$ cat config.mk
export PLATFORM = sky130hd
export DESIGN_NAME = load_store_unit_flat
export DESIGN_NICKNAME = d
export VERILOG_FILES = /design/src/rtl/load_store_unit_pkg.sv /design/src/rtl/load_store_unit_if.sv /design/src/rtl/load_store_unit_lane_mux.sv /design/src/rtl/load_store_unit.sv /design/src/flat_wrapper.sv
export SDC_FILE = /design/constraint.sdc
export NUM_CORES = 1
export LEC_CHECK = 0
export ABC_CLOCK_PERIOD_IN_PS = 2300
export CAP_MARGIN = 5
export CORE_ASPECT_RATIO = 0.75
export CORE_MARGIN = 1
export CORE_UTILIZATION = 37
export DETAILED_ROUTE_END_ITERATION = 8
export PLACE_DENSITY = 0.82
export RECOVER_POWER = 100
export SLEW_MARGIN = 5
export SYNTH_ARGS = -nofsm -noshare
export SYNTH_HDL_FRONTEND = slang
export SYNTH_SLANG_ARGS = --single-unit
$ cat constraint.sdc
create_clock -name clk -period 2.3 [get_ports clk]
set_input_delay 0.575 -clock clk [delete_from_list [all_inputs] [get_ports clk]]
set_output_delay 0.575 -clock clk [all_outputs]
set_load 0.01 [all_outputs]
$ cat src/rtl/load_store_unit_pkg.sv
// Shared types for the load/store unit: access size encoding and FSM states.
package load_store_unit_pkg;

  localparam int LSU_DATA_W = 32;

  // 2'b11 is not named; it is treated as a word access.
  typedef enum logic [1:0] {
    MEM_BYTE = 2'b00,
    MEM_HALF = 2'b01,
    MEM_WORD = 2'b10
  } mem_size_t;

  typedef enum logic {
    LSU_IDLE = 1'b0,
    LSU_RMW  = 1'b1
  } lsu_state_t;

endpackage

$ cat src/rtl/load_store_unit_if.sv
// Pipeline-side and memory-side signals of the load/store unit.
// master = EX/MEM register plus data_memory, slave = load_store_unit.
interface load_store_unit_if #(
  parameter int DATA_W = 32
);
  import load_store_unit_pkg::*;

  logic [DATA_W-1:0] alu_out_m;
  logic [DATA_W-1:0] write_data_m;
  logic              mem_write_m;
  logic              mem_read_m;
  mem_size_t         mem_size_m;
  logic              mem_unsigned_m;
  logic [DATA_W-1:0] dm_read_data;
  logic [DATA_W-1:0] dm_addr;
  logic [DATA_W-1:0] dm_write_data;
  logic              dm_write_en;
  logic [DATA_W-1:0] read_data_m;
  logic              stall_m;
  logic              misalign_m;

  modport master (
    output alu_out_m, write_data_m, mem_write_m, mem_read_m, mem_size_m,
           mem_unsigned_m, dm_read_data,
    input  dm_addr, dm_write_data, dm_write_en, read_data_m, stall_m, misalign_m
  );

  modport slave (
    input  alu_out_m, write_data_m, mem_write_m, mem_read_m, mem_size_m,
           mem_unsigned_m, dm_read_data,
    output dm_addr, dm_write_data, dm_write_en, read_data_m, stall_m, misalign_m
  );
endinterface

$ cat src/rtl/load_store_unit_lane_mux.sv
// Big-endian lane mux: extracts/extends a load from a memory word and
// merges sub-word store data into that word. Purely combinational.
module lsu_lane_mux
  import load_store_unit_pkg::*;
#(
  parameter int DATA_W = 32
) (
  input  logic [DATA_W-1:0] word_i,
  input  logic [1:0]        off_i,
  input  mem_size_t         size_i,
  input  logic              unsigned_i,
  input  logic [DATA_W-1:0] wdata_i,
  output logic [DATA_W-1:0] load_o,
  output logic [DATA_W-1:0] merge_o
);
  localparam int NUM_LANES = DATA_W / 8;

  logic is_byte, is_half;
  assign is_byte = (size_i == MEM_BYTE);
  assign is_half = (size_i == MEM_HALF);

  // Store merge: byte lane 0 is the most significant byte of the word.
  for (genvar i = 0; i < NUM_LANES; i++) begin : g_lane
    localparam int         HI   = DATA_W - 1 - 8 * i;
    localparam logic [1:0] LANE = 2'(i);
    logic       sel;
    logic [7:0] src;
    assign sel = is_byte ? (off_i == LANE) :
                 is_half ? (off_i[1] == LANE[1]) : 1'b1;
    // Within a half, the even lane carries the upper store byte.
    assign src = is_byte ? wdata_i[7:0] :
                 is_half ? (LANE[0] ? wdata_i[7:0] : wdata_i[15:8]) : wdata_i[HI -: 8];
    assign merge_o[HI -: 8] = sel ? src : word_i[HI -: 8];
  end

  // Load extract and sign/zero extension.
  always_comb begin
    logic [7:0]  byte_v;
    logic [15:0] half_v;
    case (off_i)
      2'd0:    byte_v = word_i[31:24];
      2'd1:    byte_v = word_i[23:16];
      2'd2:    byte_v = word_i[15:8];
      default: byte_v = word_i[7:0];
    endcase
    half_v = off_i[1] ? word_i[15:0] : word_i[31:16];
    if (is_byte)
      load_o = {{(DATA_W-8){byte_v[7] & ~unsigned_i}}, byte_v};
    else if (is_half)
      load_o = {{(DATA_W-16){half_v[15] & ~unsigned_i}}, half_v};
    else
      load_o = word_i;
  end
endmodule

$ cat src/rtl/load_store_unit.sv
// Memory-stage load/store unit. Loads are combinational; SB/SH run as a
// two-cycle read-modify-write that stalls the pipeline for one cycle.
// Optional feature: define LSU_MISALIGN_TRAP_EN to flag and suppress
// misaligned HALF/WORD accesses; otherwise low address bits are ignored.
module load_store_unit
  import load_store_unit_pkg::*;
#(
  parameter int DATA_W    = LSU_DATA_W,
  parameter int MEM_DEPTH = 1024
) (
  input logic                clk,
  input logic                rst,
  load_store_unit_if.slave   bus
);
  if (DATA_W != 32) begin : g_bad_width
    $error("load_store_unit supports DATA_W=32 only");
  end
  if (MEM_DEPTH < 1) begin : g_bad_depth
    $error("load_store_unit needs MEM_DEPTH >= 1");
  end

  lsu_state_t        state_q, state_d;
  logic [DATA_W-1:0] rmw_data_q, rmw_data_d;
  logic [DATA_W-1:0] load_val, merge_val;
  logic              misalign, is_sub;

  assign bus.dm_addr = {2'b00, bus.alu_out_m[DATA_W-1:2]};
  assign is_sub      = (bus.mem_size_m == MEM_BYTE) || (bus.mem_size_m == MEM_HALF);

`ifdef LSU_MISALIGN_TRAP_EN
  // Only accesses that would otherwise proceed can be misaligned; reset masks the flag.
  always_comb begin
    misalign = 1'b0;
    if (!rst && (bus.mem_read_m || bus.mem_write_m)) begin
      if (bus.mem_size_m == MEM_HALF)      misalign = bus.alu_out_m[0];
      else if (bus.mem_size_m != MEM_BYTE) misalign = |bus.alu_out_m[1:0];
    end
  end
`else
  assign misalign = 1'b0;
`endif
  assign bus.misalign_m = misalign;

  lsu_lane_mux #(.DATA_W(DATA_W)) u_lane_mux (
    .word_i     (bus.dm_read_data),
    .off_i      (bus.alu_out_m[1:0]),
    .size_i     (bus.mem_size_m),
    .unsigned_i (bus.mem_unsigned_m),
    .wdata_i    (bus.write_data_m),
    .load_o     (load_val),
    .merge_o    (merge_val)
  );

  // Loads return data only when no store shares the cycle.
  assign bus.read_data_m = (bus.mem_read_m && !bus.mem_write_m && !misalign) ? load_val : '0;

  // FSM next state and memory strobes; reset aborts any pending write.
  always_comb begin
    state_d           = state_q;
    rmw_data_d        = rmw_data_q;
    bus.stall_m       = 1'b0;
    bus.dm_write_en   = 1'b0;
    bus.dm_write_data = bus.write_data_m;
    case (state_q)
      LSU_IDLE: begin
        if (bus.mem_write_m && !misalign) begin
          if (is_sub) begin
            rmw_data_d  = merge_val;
            bus.stall_m = 1'b1;
            state_d     = LSU_RMW;
          end else begin
            bus.dm_write_en = 1'b1;
          end
        end
      end
      LSU_RMW: begin
        bus.dm_write_en   = 1'b1;
        bus.dm_write_data = rmw_data_q;
        state_d           = LSU_IDLE;
      end
      default: state_d = LSU_IDLE;
    endcase
    if (rst) begin
      state_d         = LSU_IDLE;
      rmw_data_d      = '0;
      bus.stall_m     = 1'b0;
      bus.dm_write_en = 1'b0;
    end
  end

  // State and merged-word registers.
  always_ff @(posedge clk) begin
    if (rst) begin
      state_q    <= LSU_IDLE;
      rmw_data_q <= '0;
    end else begin
      state_q    <= state_d;
      rmw_data_q <= rmw_data_d;
    end
  end
endmodule
$ cat src/flat_wrapper.sv
// flat-port wrapper written by rule: the top's interface ports become plain ports
module load_store_unit_flat import load_store_unit_pkg::*;
#(
  parameter int DATA_W    = LSU_DATA_W,
  parameter int MEM_DEPTH = 1024
)
  (clk, rst, bus_alu_out_m, bus_write_data_m, bus_mem_write_m, bus_mem_read_m, bus_mem_size_m, bus_mem_unsigned_m, bus_dm_read_data, bus_dm_addr, bus_dm_write_data, bus_dm_write_en, bus_read_data_m, bus_stall_m, bus_misalign_m);
  load_store_unit_if #(.DATA_W(DATA_W)) bus_i ();
  input logic clk;
  input logic rst;
  input wire logic [$bits(bus_i.alu_out_m)-1:0] bus_alu_out_m;
  input wire logic [$bits(bus_i.write_data_m)-1:0] bus_write_data_m;
  input wire logic [$bits(bus_i.mem_write_m)-1:0] bus_mem_write_m;
  input wire logic [$bits(bus_i.mem_read_m)-1:0] bus_mem_read_m;
  input wire logic [$bits(bus_i.mem_size_m)-1:0] bus_mem_size_m;
  input wire logic [$bits(bus_i.mem_unsigned_m)-1:0] bus_mem_unsigned_m;
  input wire logic [$bits(bus_i.dm_read_data)-1:0] bus_dm_read_data;
  output wire logic [$bits(bus_i.dm_addr)-1:0] bus_dm_addr;
  output wire logic [$bits(bus_i.dm_write_data)-1:0] bus_dm_write_data;
  output wire logic [$bits(bus_i.dm_write_en)-1:0] bus_dm_write_en;
  output wire logic [$bits(bus_i.read_data_m)-1:0] bus_read_data_m;
  output wire logic [$bits(bus_i.stall_m)-1:0] bus_stall_m;
  output wire logic [$bits(bus_i.misalign_m)-1:0] bus_misalign_m;
  assign bus_i.alu_out_m = bus_alu_out_m;
  assign bus_i.write_data_m = bus_write_data_m;
  assign bus_i.mem_write_m = bus_mem_write_m;
  assign bus_i.mem_read_m = bus_mem_read_m;
  assign bus_i.mem_size_m = bus_mem_size_m;
  assign bus_i.mem_unsigned_m = bus_mem_unsigned_m;
  assign bus_i.dm_read_data = bus_dm_read_data;
  assign bus_dm_addr = bus_i.dm_addr;
  assign bus_dm_write_data = bus_i.dm_write_data;
  assign bus_dm_write_en = bus_i.dm_write_en;
  assign bus_read_data_m = bus_i.read_data_m;
  assign bus_stall_m = bus_i.stall_m;
  assign bus_misalign_m = bus_i.misalign_m;
  load_store_unit #(.DATA_W(DATA_W), .MEM_DEPTH(MEM_DEPTH)) u_core (.clk(clk), .rst(rst), .bus(bus_i));
endmodule
Word level (Yosys, flattened, before mapping)
Cells that the tools add are included.

Flip-flop bits (word level): 33. Input bits: 103. Output and inout bits: 99. Word-level logic and storage cells: 47.

Equal/unequal tests: 4. Multiplexer cells: 30. Bitwise logic cells: 5. Reductions and logical operators: 6.

Operator list (number): 32-bit two-way mux (4); 8-bit two-way mux (9); 8-bit case mux with 3 select lines (1); 16-bit two-way mux (1); 1-bit two-way mux (13); 2-bit by 1-bit == test with 1-bit output (second input constant) (2); 2-bit == test (second input constant) (2); 2-bit logical NOT (2); 1-bit case mux with 2 select lines (2); 1-bit NOT (3); 3-bit AND reduction (1); 1-bit bitwise AND (2); 1-bit logical AND (1); 1-bit logical NOT (1); 1-bit logical OR (1).

Depth between registers and ports, before layout
Gate-level depths: netlist of run 1.

Word-level depth: 6. Depth in mapped cells: 7.

Modules after synthesis
From an unflattened synthesis of run 1, not the netlist that was laid out.

Cells, all modules: 461. Area total of the unflattened synthesis: 4046.4 µm².

Modules (own cells, without submodules): load_store_unit (instances 1, cells an instance 251, area each 2369.8 µm²); lsu_lane_mux (instances 1, cells an instance 210, area each 1676.6 µm²).

Worst setup path after synthesis of run 1
Ideal clock, no wire load.

Path kind: input to output. From: input port bus_alu_out_m[0]. To: output port bus_read_data_m[10]. Arrival time: 1.656 ns. Setup slack: 0.069 ns. Stages on the path: 5. Path buffers: 2. Cell sequence: buf_6 -> buf_2 -> o211ai_2 -> nand3_1 -> a221oi_1.

Longest elaborated chain between the ends: 5. Elaborated cells on any way between the ends: 7.

RTL lines: start, declared (line flat_wrapper.sv:11) `input wire logic [$bits(bus_i.alu_out_m)-1:0] bus_alu_out_m;`; 2-bit == test, or another cell as far along (line load_store_unit_lane_mux.sv:40) `case (off_i)`; 8-bit case mux with 3 select lines (*) (line load_store_unit_lane_mux.sv:40); 1-bit bitwise AND (*) (line load_store_unit_lane_mux.sv:48) `load_o = {{(DATA_W-8){byte_v[7] & ~unsigned_i}}, byte_v};`; 32-bit two-way mux (*) (line load_store_unit_lane_mux.sv:47) `if (is_byte)`; 32-bit two-way mux (*) (line load_store_unit.sv:55) `assign bus.read_data_m = (bus.mem_read_m && !bus.mem_write_m && !misalign) ? load_val : '0;`; end, declared (line flat_wrapper.sv:21) `output wire logic [$bits(bus_i.read_data_m)-1:0] bus_read_data_m;`.

Every way passes the cells marked *; elsewhere a longest branch is shown, timed or not.

Worst setup path after layout of run 1
From: input port bus_mem_size_m[1]. To: output port bus_stall_m.

Longest elaborated chain between the ends: 6. Elaborated cells on any way between the ends: 7.

RTL lines: start, declared (line flat_wrapper.sv:15) `input wire logic [$bits(bus_i.mem_size_m)-1:0] bus_mem_size_m;`; 2-bit by 1-bit == test with 1-bit output / 2-bit logical NOT (equally long branches) (line load_store_unit.sv:28) `assign is_sub = (bus.mem_size_m == MEM_BYTE) || (bus.mem_size_m == MEM_HALF);`; 1-bit logical OR (*) (line load_store_unit.sv:28); 1-bit two-way mux (*) (line load_store_unit.sv:67) `if (is_sub) begin`; 1-bit two-way mux (*) (line load_store_unit.sv:66) `if (bus.mem_write_m && !misalign) begin`; 1-bit two-way mux (*) (line load_store_unit.sv:64) `case (state_q)`; 1-bit two-way mux (*) (line load_store_unit.sv:83) `if (rst) begin`; end, declared (line flat_wrapper.sv:22) `output wire logic [$bits(bus_i.stall_m)-1:0] bus_stall_m;`.

Marks and branches as above.

==> flow_metrics.tcl, run 1 <==
set metrics [dict create \
    status "complete, but fails checks" \
    violations "setup timing" \
    first_pass_iters 5 \
    cts_tree "built" \
    antenna_found_initial 1 \
    path_max_fanout 9 \
    ant_nets 0 \
    fin_util_pct 64.9 \
    grt_pass1_vias 3924 \
    critPathLaunchType "input port" \
    layout_common_cells "buf_4, dlygate4sd2_1, mux2_2" \
    grt_max_degree 41 \
    clk_latency_ns 0.28 \
    whs_ns 0.470 \
    report.final.slew_viol_count 0 \
    fin_area_um2 5230 \
    via_per_inst 5.86 \
    required_ns 1.73 \
    gp_congestion 0.984 \
    rsz0062_at_grt "true" \
    syn_area_um2 3150 \
    clockRootBuffer "clkbuf_16" \
    h-tree-depth 2 \
    hold_class "flop to flop" \
    crit_type "input port to output port" \
    ys_ff_latch 33 \
    synth.distinct_cells 44 \
    drv_cap 0 \
    finalCriticalPeriod_ns 2.42 \
    hold_violations 0 \
    total_power_mw 2.14 \
    drive_above_1_share_pct 40.5 \
    io_buffers 138 \
    yosys_warnings 0 \
    fp.coreArea_um2 8060 \
    synthFlopType "dfxtp_1" \
    die_w_um 109 \
    clockBufferDepth 2 \
    leakage_nw 2.30 \
    dpl.hpwl_mm 9.94 \
    cpPeakStageDelay_ns 0.50 \
    finalCritPeriodShare_pct 105 \
    path_buf_inv 3 \
    power_density_nw_per_um2 410 \
    seq_area_frac_synth_pct 21.0 \
    die_y_um 81.9 \
    avgSynthCellArea_um2 7.97 \
    final_common_cell "buf_4" \
    area_growth_pct 66.2 \
    slowest_stage "clkbuf_1" \
    grt_pass1_wl_mm 20.7 \
    synth_cells 395 \
    drc 0 \
    relSlewSlack_pct 59.8 \
    synth-edff-count 0 \
    grt_use_total_pct 30.5 \
    tightest_slew_ns 0.603 \
    path_clk_slew_ns 0.06 \
    fp.dieArea_um2 8880 \
    fin_skew_ns 0.00400 \
    critical_path.most_common_cell "nor2_1" \
    cts_buffers 5 \
    cp_cell_sequence "buf_2, clkbuf_1, nor2_1, nand2_1, nor2_1, dlygate4sd2_1" \
    critical_path_arrival_ns 1.84 \
    drtIter0Drc 376 \
    cp_top_family "buffers and inverters" \
    num_vias 3994 \
    start_util_pct 39.1 \
    cts.sinks 33 \
    setup_ws_ns -0.118 \
    dpl-instance-area_um2 4950 \
    wl_per_cell_um 20.2 \
    worstSetupEndpointType "output port" \
    nets 677 \
    grt-ovfl-total 0 \
    peakVddDrop_v 0.000275 \
    io_pins 202 \
    wl_mm 13.7 \
    async_flop_share_pct 0 \
    num_rows 28 \
    dp_slack_ns -0.970 \
    fmax_mhz 414 \
    finalSetupViolations 22 \
]
-- report_power, final --
group          switching, mW  total (mW)  internal, mW
logic                  0.433       0.871         0.438
clock network          0.240       0.637         0.397
registers             0.0236       0.634         0.611
total                  0.697        2.14          1.45
-- layer usage --
metal  GRT usage, %  wire length [µm]  vias to the layer above
li1               -                 -                     1785
met1           38.1              5490                     1836
met2           50.5              6170                      313
met3           6.03              1590                       60
met4           14.6               486                        0
met5              0                 0                        -
-- cell usage after synthesis (2+ instances only) --
master | instances | area, µm²
or2_2 | 2 | 12.5
buf_4 | 37 | 278
mux2_2 | 38 | 428
a221oi_1 | 15 | 131
nor2b_1 | 2 | 12.5
dfxtp_1 | 33 | 661
o2111a_1 | 6 | 67.6
mux2i_1 | 17 | 170
o22ai_1 | 20 | 125
nor2_1 | 29 | 109
a211oi_1 | 17 | 128
inv_1 | 25 | 93.8
nor2_2 | 2 | 12.5
a21oi_1 | 26 | 130
o31ai_1 | 8 | 60.1
o211ai_1 | 8 | 60.1
nand3b_1 | 9 | 67.6
clkbuf_1 | 13 | 48.8
nand2_1 | 30 | 113
o21ai_0 | 12 | 60.1
buf_2 | 13 | 65.1
nand2b_1 | 2 | 12.5
o221ai_1 | 8 | 70.1
buf_6 | 3 | 33.8
-- logic make-up after synthesis --
group	count (synthesis)	synth area share (%)
multiplexers	56	19.7
flip-flops	33	21.0
buffers and inverters	93	16.7
other	1	0.119
AO/OA/AOI/OAI	129	29.2
AND/OR/NAND/NOR	83	13.3
-- worst paths after layout --
| check | startpoint | end | slack [ns] | cells past startpoint |
|---|---|---|---|---|
| setup / recovery | bus_mem_size_m[1] | bus_stall_m | -0.12 | 6 |
| hold / removal | u_core.rmw_data_q[16]$_SDFFE_PP0P_ | u_core.rmw_data_q[16]$_SDFFE_PP0P_ | 0.47 | 2 |
| setup reg to reg | u_core.state_q$_SDFF_PP0_ | u_core.rmw_data_q[14]$_SDFFE_PP0P_ | 0.41 | 6 |
| hold reg to reg | u_core.rmw_data_q[16]$_SDFFE_PP0P_ | u_core.rmw_data_q[16]$_SDFFE_PP0P_ | 0.47 | 2 |
-- stage by stage --
step                      setup TNS (ns)  std cells
final                             -0.522        681
after global placement            -28.10        662
after CTS                        -0.0844        679
after detailed placement          -30.41        662
after floorplan                        0        397
after global routing               -2.64        681
-- sequential cells by signal (all words and copies together), names as in the netlist --
signal and cells:
u_core.state_q 1, u_core.rmw_data_q 32
-- tightest hold or removal path: stages (launching register included) --
cell     delay, ns
dfxtp_1       0.31
nand2_1       0.06
a21oi_1       0.06
-- cell type report --
class	instances	area, µm²
tap	105	131
inverter	26	103
fill	654	2830
clock buffer	6	129
clock inverter	2	10.0
timing repair buffer	237	2000
antenna	1	2.50
multi-input combinational	271	2200
sequential	33	661
-- timing repair --
action                     4_1_cts  5_1_grt
hold endpoints to repair         0        0
cloned                           1        1
setup endpoints to repair       60       36
buffers inserted                 8        0
hold buffers                     0        0
resized for setup              253       22
pin swaps                        7       11
Power figures use the tool's default switching activity.
==> inputs of run 2 (changes only) <==
Settings changed: TNS_END_PERCENT set to 20.
==> run 2 against run 1 <==
The flow still finishes with violations (setup timing). Clock-buffer cell count stayed put. Via count fell by 0.63%. Critical path depth unchanged. Sequential share of layout area grew 0.052 points. Sequential power hardly changed. Flip-flop and latch count stayed put. Fmax is 0.91% higher. Clock power barely moved. Die area unchanged. Worst hold slack better by 0.0025 ns. Register-to-register slack better by 0.03 ns. Largest cell class unchanged. Highest routed layer unchanged.
==> flow_metrics.tcl, run 2 (synthesis gave the netlist of run 1 again) <==
set metrics [dict create \
    status "complete, but fails checks" \
    violations "setup timing" \
    clockRootBuffer "clkbuf_16" \
    cts_hold_buffers 0 \
    fin_skew_ns 0.00607 \
    fin_area_um2 5210 \
    cts.sinks 33 \
    worstSetupEndpointType "output port" \
    grt_pass1_vias 3924 \
    rsz0062_at_grt "true" \
    num_vias 3969 \
    power_density_nw_per_um2 410 \
    clockBufferDepth 2 \
    h-tree-depth 2 \
    fillerInstances 658 \
    grt_max_degree 41 \
    reg_top3 "u_core.rmw_data_q (32), u_core.state_q (1)" \
    io_buffers 138 \
    r2r_start "u_core.state_q$_SDFF_PP0_" \
    hold_class "flop to flop" \
    finalCriticalPeriod_ns 2.40 \
    first_pass_iters 5 \
    hold_violations 0 \
    tightest_slew_ns 0.584 \
    ant_nets 0 \
    finalCritPeriodShare_pct 104 \
    min_from "u_core.rmw_data_q[16]$_SDFFE_PP0P_" \
    drive_above_1_share_pct 40.4 \
    peakVddDrop_v 0.000276 \
    start_util_pct 39.1 \
    die_w_um 109 \
    via_per_inst 5.84 \
    path_max_fanout 9 \
    seq_area_um2 661 \
    fmax_mhz 417 \
    drc 0 \
    dp.cells 662 \
    layout_common_cells "buf_4, dlygate4sd2_1, mux2_2, buf_2, dfxtp_1" \
    drv_cap 0 \
    fp.dieArea_um2 8880 \
    finalSetupViolations 21 \
    fin_tns_setup_ns -0.454 \
    area_growth_pct 65.5 \
    multi_input_area_um2 2200 \
    top_register "u_core.rmw_data_q" \
    dpl.hpwl_mm 9.94 \
    leakage_nw 2.29 \
    path_clk_slew_ns 0.06 \
    num_rows 28 \
    whs_ns 0.472 \
    clk_latency_ns 0.28 \
    startpoint "bus_mem_size_m[1]" \
    cts_buffers 5 \
    die_y_um 81.9 \
    antenna_found_initial 1 \
    setup_ws_ns -0.0966 \
    cts_tree "built" \
    grt_pass1_wl_mm 20.7 \
    critPathLaunchType "input port" \
    critical_path_arrival_ns 1.82 \
    fp.coreArea_um2 8060 \
    dpl-instance-area_um2 4950 \
    report.final.slew_viol_count 0 \
    final_common_cell "buf_4" \
    relSlewSlack_pct 61.1 \
    wl_mm 13.6 \
    crit_type "input port to output port" \
    grt_use_total_pct 30.5 \
    grt-ovfl-total 0 \
    nets 676 \
    largest_reg_flops 32 \
    finalNonFillerCells 680 \
    drtIter0Drc 350 \
    gp_congestion 0.984 \
    dp_slack_ns -0.970 \
    required_ns 1.73 \
    wl_per_cell_um 20.0 \
    io_pins 202 \
]
run 2: cell types whose count changed in the layout (fill, tap and decap cells not counted):
cell	delta
mux2_4	+1
mux2_2	-1
clkbuf_16	-1
run 2: worst paths after layout:
check | endpoint | slack, ns | cells after the start
worst max-delay path | bus_stall_m | -0.1 | 6
worst min-delay path | u_core.rmw_data_q[16]$_SDFFE_PP0P_ | 0.47 | 2
worst max register to register | u_core.rmw_data_q[14]$_SDFFE_PP0P_ | 0.44 | 6
worst min register to register | u_core.rmw_data_q[16]$_SDFFE_PP0P_ | 0.47 | 2
run 2: routing by layer:
layer | part of all wire [%] | GRT usage, % | vias to the layer above
met5 | 0 | 0 | -
met4 | 3.6 | 14.6 | 0
met3 | 11 | 6.03 | 48
met2 | 45 | 50.5 | 294
met1 | 40 | 38.1 | 1843
li1 | - | - | 1784
run 2: area by class of cell:
cell class / instances / share of cell area (%)
Antenna cell: 1 / 0.0480
Multi-Input combinational cell: 271 / 42.3
Clock buffer: 6 / 2.47
Tap cell: 105 / 2.52
Inverter: 26 / 1.97
Clock inverter: 2 / 0.192
Timing Repair Buffer: 236 / 37.8
Sequential cell: 33 / 12.7
run 2: through the flow:
step / utilization [%] / power, mW
global placement: 61.5 / 1.47
floorplan: - / 1.05
detailed placement: 61.5 / 1.49
CTS: 64.2 / 2.11
global route: 64.7 / 2.22
finish: 64.7 / 2.14
run 2: power breakdown:
group	internal (mW)	switching (mW)	total, mW
logic	0.435	0.431	0.866
registers	0.611	0.0235	0.634
clock network	0.397	0.239	0.636
run 2: timing repair:
item / in CTS / in global routing
resized for setup: 253 / 23
hold endpoints to repair: 0 / 0
setup buffers: 8 / 0
pin swaps: 7 / 14
cloned: 1 / 0
endpoints found under the setup margin: 60 / 36
run 2: critical path, cell delays in order:
cell and delay, ns:
buf_2 0.19, clkbuf_1 0.49, nor2_1 0.12, nand2_1 0.12, nor2_1 0.04, dlygate4sd2_1 0.28
